## src/rtl/swi_event_encoder.sv

```systemverilog
// Debounces NBITS asynchronous switch inputs and queues one {level, index} event
// per accepted level change into a small FIFO drained with a valid/ready handshake.
module swi_event_encoder #(
    parameter int NBITS           = 8,
    parameter int DEBOUNCE_CYCLES = 4,
    parameter int FIFO_DEPTH      = 4
) (
    input  logic                          clk_2,
    input  logic                          reset_n,
    input  logic [NBITS-1:0]              swi,
    output logic [NBITS-1:0]              stable,
    output logic                          ev_valid,
    input  logic                          ev_ready,
    output logic [3:0]                    ev_code,
    output logic [$clog2(FIFO_DEPTH):0]   ev_count,
    output logic                          overflow
);

    localparam int AW = $clog2(FIFO_DEPTH);
    localparam logic [7:0]  CNT_LAST   = 8'(DEBOUNCE_CYCLES - 1);
    localparam logic [AW:0] COUNT_FULL = (AW + 1)'(FIFO_DEPTH);

    logic [NBITS-1:0] sync1_r, sync2_r, stable_r, pending_r;
    logic [7:0]       cnt_r      [NBITS];
    logic [7:0]       cnt_next_s [NBITS];
    logic [NBITS-1:0] flip_s, clr_s, pending_next_s;
    logic             overflow_r, ovf_set_s;

    logic [3:0]       mem_r [FIFO_DEPTH];
    logic [AW-1:0]    wr_ptr_r, rd_ptr_r, rd_next_s;
    logic [AW:0]      count_r, count_next_s;
    logic [3:0]       code_r, push_data_s, head_next_s;
    logic             valid_r;
    logic             has_pend_s, push_s, pop_s, full_s;
    logic [2:0]       push_idx_s;

    // Per-bit debounce: count mismatch cycles, accept the new level on the last one.
    always_comb begin
        for (int i = 0; i < NBITS; i++) begin
            flip_s[i] = (sync2_r[i] != stable_r[i]) && (cnt_r[i] == CNT_LAST);
            if ((sync2_r[i] != stable_r[i]) && !flip_s[i]) begin
                cnt_next_s[i] = cnt_r[i] + 8'd1;
            end else begin
                cnt_next_s[i] = 8'd0;
            end
        end
    end

    // Lowest-index pending bit wins the single push slot of this cycle.
    always_comb begin
        has_pend_s = 1'b0;
        push_idx_s = 3'd0;
        for (int i = NBITS - 1; i >= 0; i--) begin
            has_pend_s = has_pend_s | pending_r[i];
            push_idx_s = pending_r[i] ? 3'(i) : push_idx_s;
        end
    end

    // Handshake, pending bookkeeping and next FIFO head.
    always_comb begin
        pop_s       = valid_r && ev_ready;
        full_s      = (count_r == COUNT_FULL);
        push_s      = has_pend_s && (!full_s || pop_s);
        push_data_s = {stable_r[push_idx_s], push_idx_s};
        clr_s       = push_s ? ({{(NBITS-1){1'b0}}, 1'b1} << push_idx_s) : {NBITS{1'b0}};
        // A new flip on a bit being pushed re-arms its flag rather than overflowing.
        pending_next_s = (pending_r & ~clr_s) | flip_s;
        ovf_set_s      = |(flip_s & pending_r & ~clr_s);
        rd_next_s      = rd_ptr_r + AW'(pop_s);
        case ({push_s, pop_s})
            2'b10:   count_next_s = count_r + (AW + 1)'(1);
            2'b01:   count_next_s = count_r - (AW + 1)'(1);
            default: count_next_s = count_r;
        endcase
        if (push_s && (wr_ptr_r == rd_next_s)) begin
            head_next_s = push_data_s;
        end else begin
            head_next_s = mem_r[rd_next_s];
        end
    end

    // Synchronizers, debounce counters, stable levels, pending flags, sticky overflow.
    always_ff @(posedge clk_2 or negedge reset_n) begin
        if (!reset_n) begin
            sync1_r    <= {NBITS{1'b0}};
            sync2_r    <= {NBITS{1'b0}};
            stable_r   <= {NBITS{1'b0}};
            pending_r  <= {NBITS{1'b0}};
            overflow_r <= 1'b0;
            for (int i = 0; i < NBITS; i++) cnt_r[i] <= 8'd0;
        end else begin
            sync1_r    <= swi;
            sync2_r    <= sync1_r;
            stable_r   <= stable_r ^ flip_s;
            pending_r  <= pending_next_s;
            overflow_r <= overflow_r | ovf_set_s;
            for (int i = 0; i < NBITS; i++) cnt_r[i] <= cnt_next_s[i];
        end
    end

    // Event FIFO storage, pointers, occupancy and registered head.
    always_ff @(posedge clk_2 or negedge reset_n) begin
        if (!reset_n) begin
            wr_ptr_r <= {AW{1'b0}};
            rd_ptr_r <= {AW{1'b0}};
            count_r  <= {(AW+1){1'b0}};
            code_r   <= 4'd0;
            valid_r  <= 1'b0;
            for (int i = 0; i < FIFO_DEPTH; i++) mem_r[i] <= 4'd0;
        end else begin
            if (push_s) begin
                mem_r[wr_ptr_r] <= push_data_s;
                wr_ptr_r        <= wr_ptr_r + AW'(1);
            end else begin
                wr_ptr_r        <= wr_ptr_r;
            end
            rd_ptr_r <= rd_next_s;
            count_r  <= count_next_s;
            code_r   <= head_next_s;
            valid_r  <= (count_next_s != {(AW+1){1'b0}});
        end
    end

    assign stable   = stable_r;
    assign ev_valid = valid_r;
    assign ev_code  = code_r;
    assign ev_count = count_r;
    assign overflow = overflow_r;

endmodule
```

## config.mk

```make
export PLATFORM = sky130hd
export DESIGN_NAME = swi_event_encoder
export DESIGN_NICKNAME = d
export VERILOG_FILES = /design/src/rtl/swi_event_encoder.sv
export SDC_FILE = /design/constraint.sdc
export NUM_CORES = 1
export LEC_CHECK = 0
export ABC_AREA = 1
export BUFFER_PORTS_ARGS = -buffer_cell sky130_fd_sc_hd__buf_2
export CORE_ASPECT_RATIO = 1.5
export CORE_MARGIN = 2
export CORE_UTILIZATION = 52
export DETAILED_ROUTE_END_ITERATION = 10
export PLACE_DENSITY_LB_ADDON = 0.08
export SLEW_MARGIN = 20
export SYNTH_ARGS = -nofsm -noshare
export SYNTH_HDL_FRONTEND = slang
export SYNTH_SLANG_ARGS = --single-unit
```

## constraint.sdc

```tcl
create_clock -name clk_2 -period 3.4 [get_ports clk_2]
set_clock_uncertainty 0.1 [all_clocks]
set_input_delay 0.68 -clock clk_2 [delete_from_list [all_inputs] [get_ports clk_2]]
set_output_delay 0.68 -clock clk_2 [all_outputs]
set_load 0.01 [all_outputs]
```

==> impl_metrics.toml <==
[status]
outcome = "completed"

[routing]
routed_wl_um = 10700
vias_per_cell = 5.09
dr.pass1.iters = 5
num_vias = 4259
wire_per_inst_um = 12.7
ant_nets = 0
drt_iter0_markers = 240
route.detailed.drc = 0

[floorplan]
die_h_um = 133
die_w_um = 90.0
start_util = 0.528
dieArea_mm2 = 0.0120
core_area_mm2 = 0.0109
std_cell_rows = 47
ioPinCount = 28

[synth]
synth_area_leaders = "dfrtp_1 54%, nand2_1 7.1%, inv_1 5.3%"
syn-instance-count = 634
synth.top_cells.by_count = "125 x dfrtp_1, 109 x nand2_1, 81 x inv_1, 71 x nor2_1, 42 x nor3_1"
ys_seq_area_frac = 0.542
synth.distinct_cells = 37
synth_edf_count = 0
syn_avg_cell_area_um2 = 9.10
netlist.area_leader.share = 0.542
yosys.area.top_type = "dfrtp_1"
synth.most_common_cell = "dfrtp_1"
ys_warn_count = 0
syn_nets = 660
synth_seq_cells = 125
syn_area_mm2 = 0.00577
synthFlopType = "dfrtp_1"
synthArstFlopShare = 1.00

[timing]
period_share = 0.777
fmax_ghz = 0.379
drv_slew = 0
final.setup.tns_ns = 0
rsz0062_at_grt = "false"
hold_viol = 0
tightest_slew_ns = 0.601
slew_headroom = 0.596
setup_viol = 0
period_needed_ns = 2.64

[global_routing]
first_global_vias = 4288
antenna_found_initial = 0
grt_max_degree = 67
grt_pass1_wl_um = 18800
grt_overflow_total = 0
grtUsageTotal = 0.196

[setup_path]
crit_path_start_kind = "register"
required_ns = 3.58
cpMaxStageDelayCell = "fa_1"
cp.arrival_ns = 2.82
cpPeakStageDelay_ns = 0.43
cp_cell_sequence = "nor2_1 -> nand3_1 -> nand2_2 -> nand2_4 -> inv_4 -> ha_1 -> fa_1 -> mux2_2 -> or3_1"
endpoint_kind = "register"
crit_type = "register to register"
cp_max_fo = 5

[power]
vdd.ir_drop.worst_v = 0.000434
leakage_nw = 3.29
swShare = 0.378
internal_power_mw = 3.94
share_seq_of_total_power = 0.341
comb_power_share = 0.366
p_per_area_mw_per_mm2 = 943
pwr-share-clk = 0.293
switchingPower_mw = 2.40

[cts]
ctsLongestPathBuffers = 2
cts_tree = "done"
cts_root_buf = "clkbuf_16"
htree_levels = 4
clkTransAtPathRegs_ns = 0.05
cts_resized = 0
cts_hold_buffers = 0
cts_buffers = 17
clkSinkCount = 125
cts_setup_buffers = 0
clk_latency_ns = 0.41

[layout]
layout.nets = 706
drive_above_1_share = 0.141
finalNonFillerCells = 837
antenna_cells = 0
area_growth_pct = 16.5

[placed_design]
io_buffer_count = 27
placedCellCount = 808
dp_hpwl_um = 7590
gp_congestion = 0.860

[min_path]
hp-class = "input pin to async pin"

[job]
maxCapViolations = 0
[metrics by stage]
step / setup WS [ns] / instance area [um2] / hold WS (ns) / util / power, mW
4_1_cts: 0.759 / 6720 / 0.106 / 0.615 / 6.40
5_1_grt: 0.601 / 6720 / 0.127 / 0.615 / 6.84
6_report: 0.759 / 6720 / 0.0997 / 0.615 / 6.34
2_1_floorplan: 0.746 / 5770 / 0.231 / - / 3.91
3_5_place_dp: 0.437 / 6110 / 0.240 / 0.558 / 4.51
3_3_place_gp: 0.546 / 6110 / 0.234 / 0.558 / 4.42
[flip-flops by register name (all words and copies together) (netlist names), named ones only]
name,count
ev_valid,1
ev_code,4
rd_ptr_r,2
sync2_r,8
sync1_r,8
ev_count,3
cnt_r,64
pending_r,8
mem_r,16
wr_ptr_r,2
overflow,1
[power groups by stage]
stage	clock network, mW	logic (mW)	registers, mW
global placement	0	2.25	2.17
CTS	1.90	2.34	2.16
global route	1.97	2.66	2.21
detailed placement	0	2.32	2.18
floorplan	0	1.74	2.17
finish	1.86	2.32	2.16
[worst max-delay path, delay by kind of cell, from the launching register on]
kind,cells,cell delay (ns)
fa+ha+maj,2,0.63
buf+inv,1,0.10
flops,1,0.42
mux,1,0.28
simple gates,5,0.99
[layer usage]
layer	global-route usage	wire, um	vias up
met3	0.0495	355	27
met4	0.0966	318	0
met2	0.347	5530	69
met1	0.218	4470	1992
met5	0	0	-
li1	-	-	2171
[placed cells by master (no fill, tap or decap), drive strengths merged, types with 10 or more instances in the layout]
| cell | instances |
|---|---|
| dfrtp | 125 |
| nand2 | 121 |
| inv | 87 |
| nor2 | 78 |
| nor3 | 44 |
| a21oi | 30 |
| nand3 | 30 |
| buf | 29 |
| o21ai | 27 |
| clkbuf | 23 |
| nor3b | 18 |
| ha | 14 |
| nand4 | 13 |
| xnor2 | 10 |
[worst paths after layout]
check | cells past startpoint | to | start | slack, ns
min in group clk_2 | 0 | sync2_r[5] | sync1_r[5] | 0.25
worst min register to register | 0 | sync2_r[5] | sync1_r[5] | 0.25
worst max-delay path | 9 | ev_valid | ev_count[0] | 0.76
max in group asynchronous | 2 | cnt_r[55] | reset_n | 2.36
worst max register to register | 9 | ev_valid | ev_count[0] | 0.76
worst min-delay path | 1 | cnt_r[44] | reset_n | 0.1
[logic make-up after synthesis]
group / after synthesis / share of synthesized area
AND/OR/NAND/NOR: 323 / 0.272
AO/OA/AOI/OAI: 62 / 0.0579
flip-flops: 125 / 0.542
buffers and inverters: 89 / 0.0596
adder cells (fa/ha/maj): 15 / 0.0338
XOR/XNOR: 14 / 0.0225
multiplexers: 6 / 0.0117
[area by class of cell]
class / count / area, um2
clock inverter: 6 / 108
multi-input combinational: 420 / 2300
inverter: 87 / 329
fill: 947 / 4220
clock buffer: 23 / 508
tap: 147 / 184
sequential: 125 / 3130
timing repair buffer: 29 / 165
No activity file was read; power rests on OpenSTA's default activity.
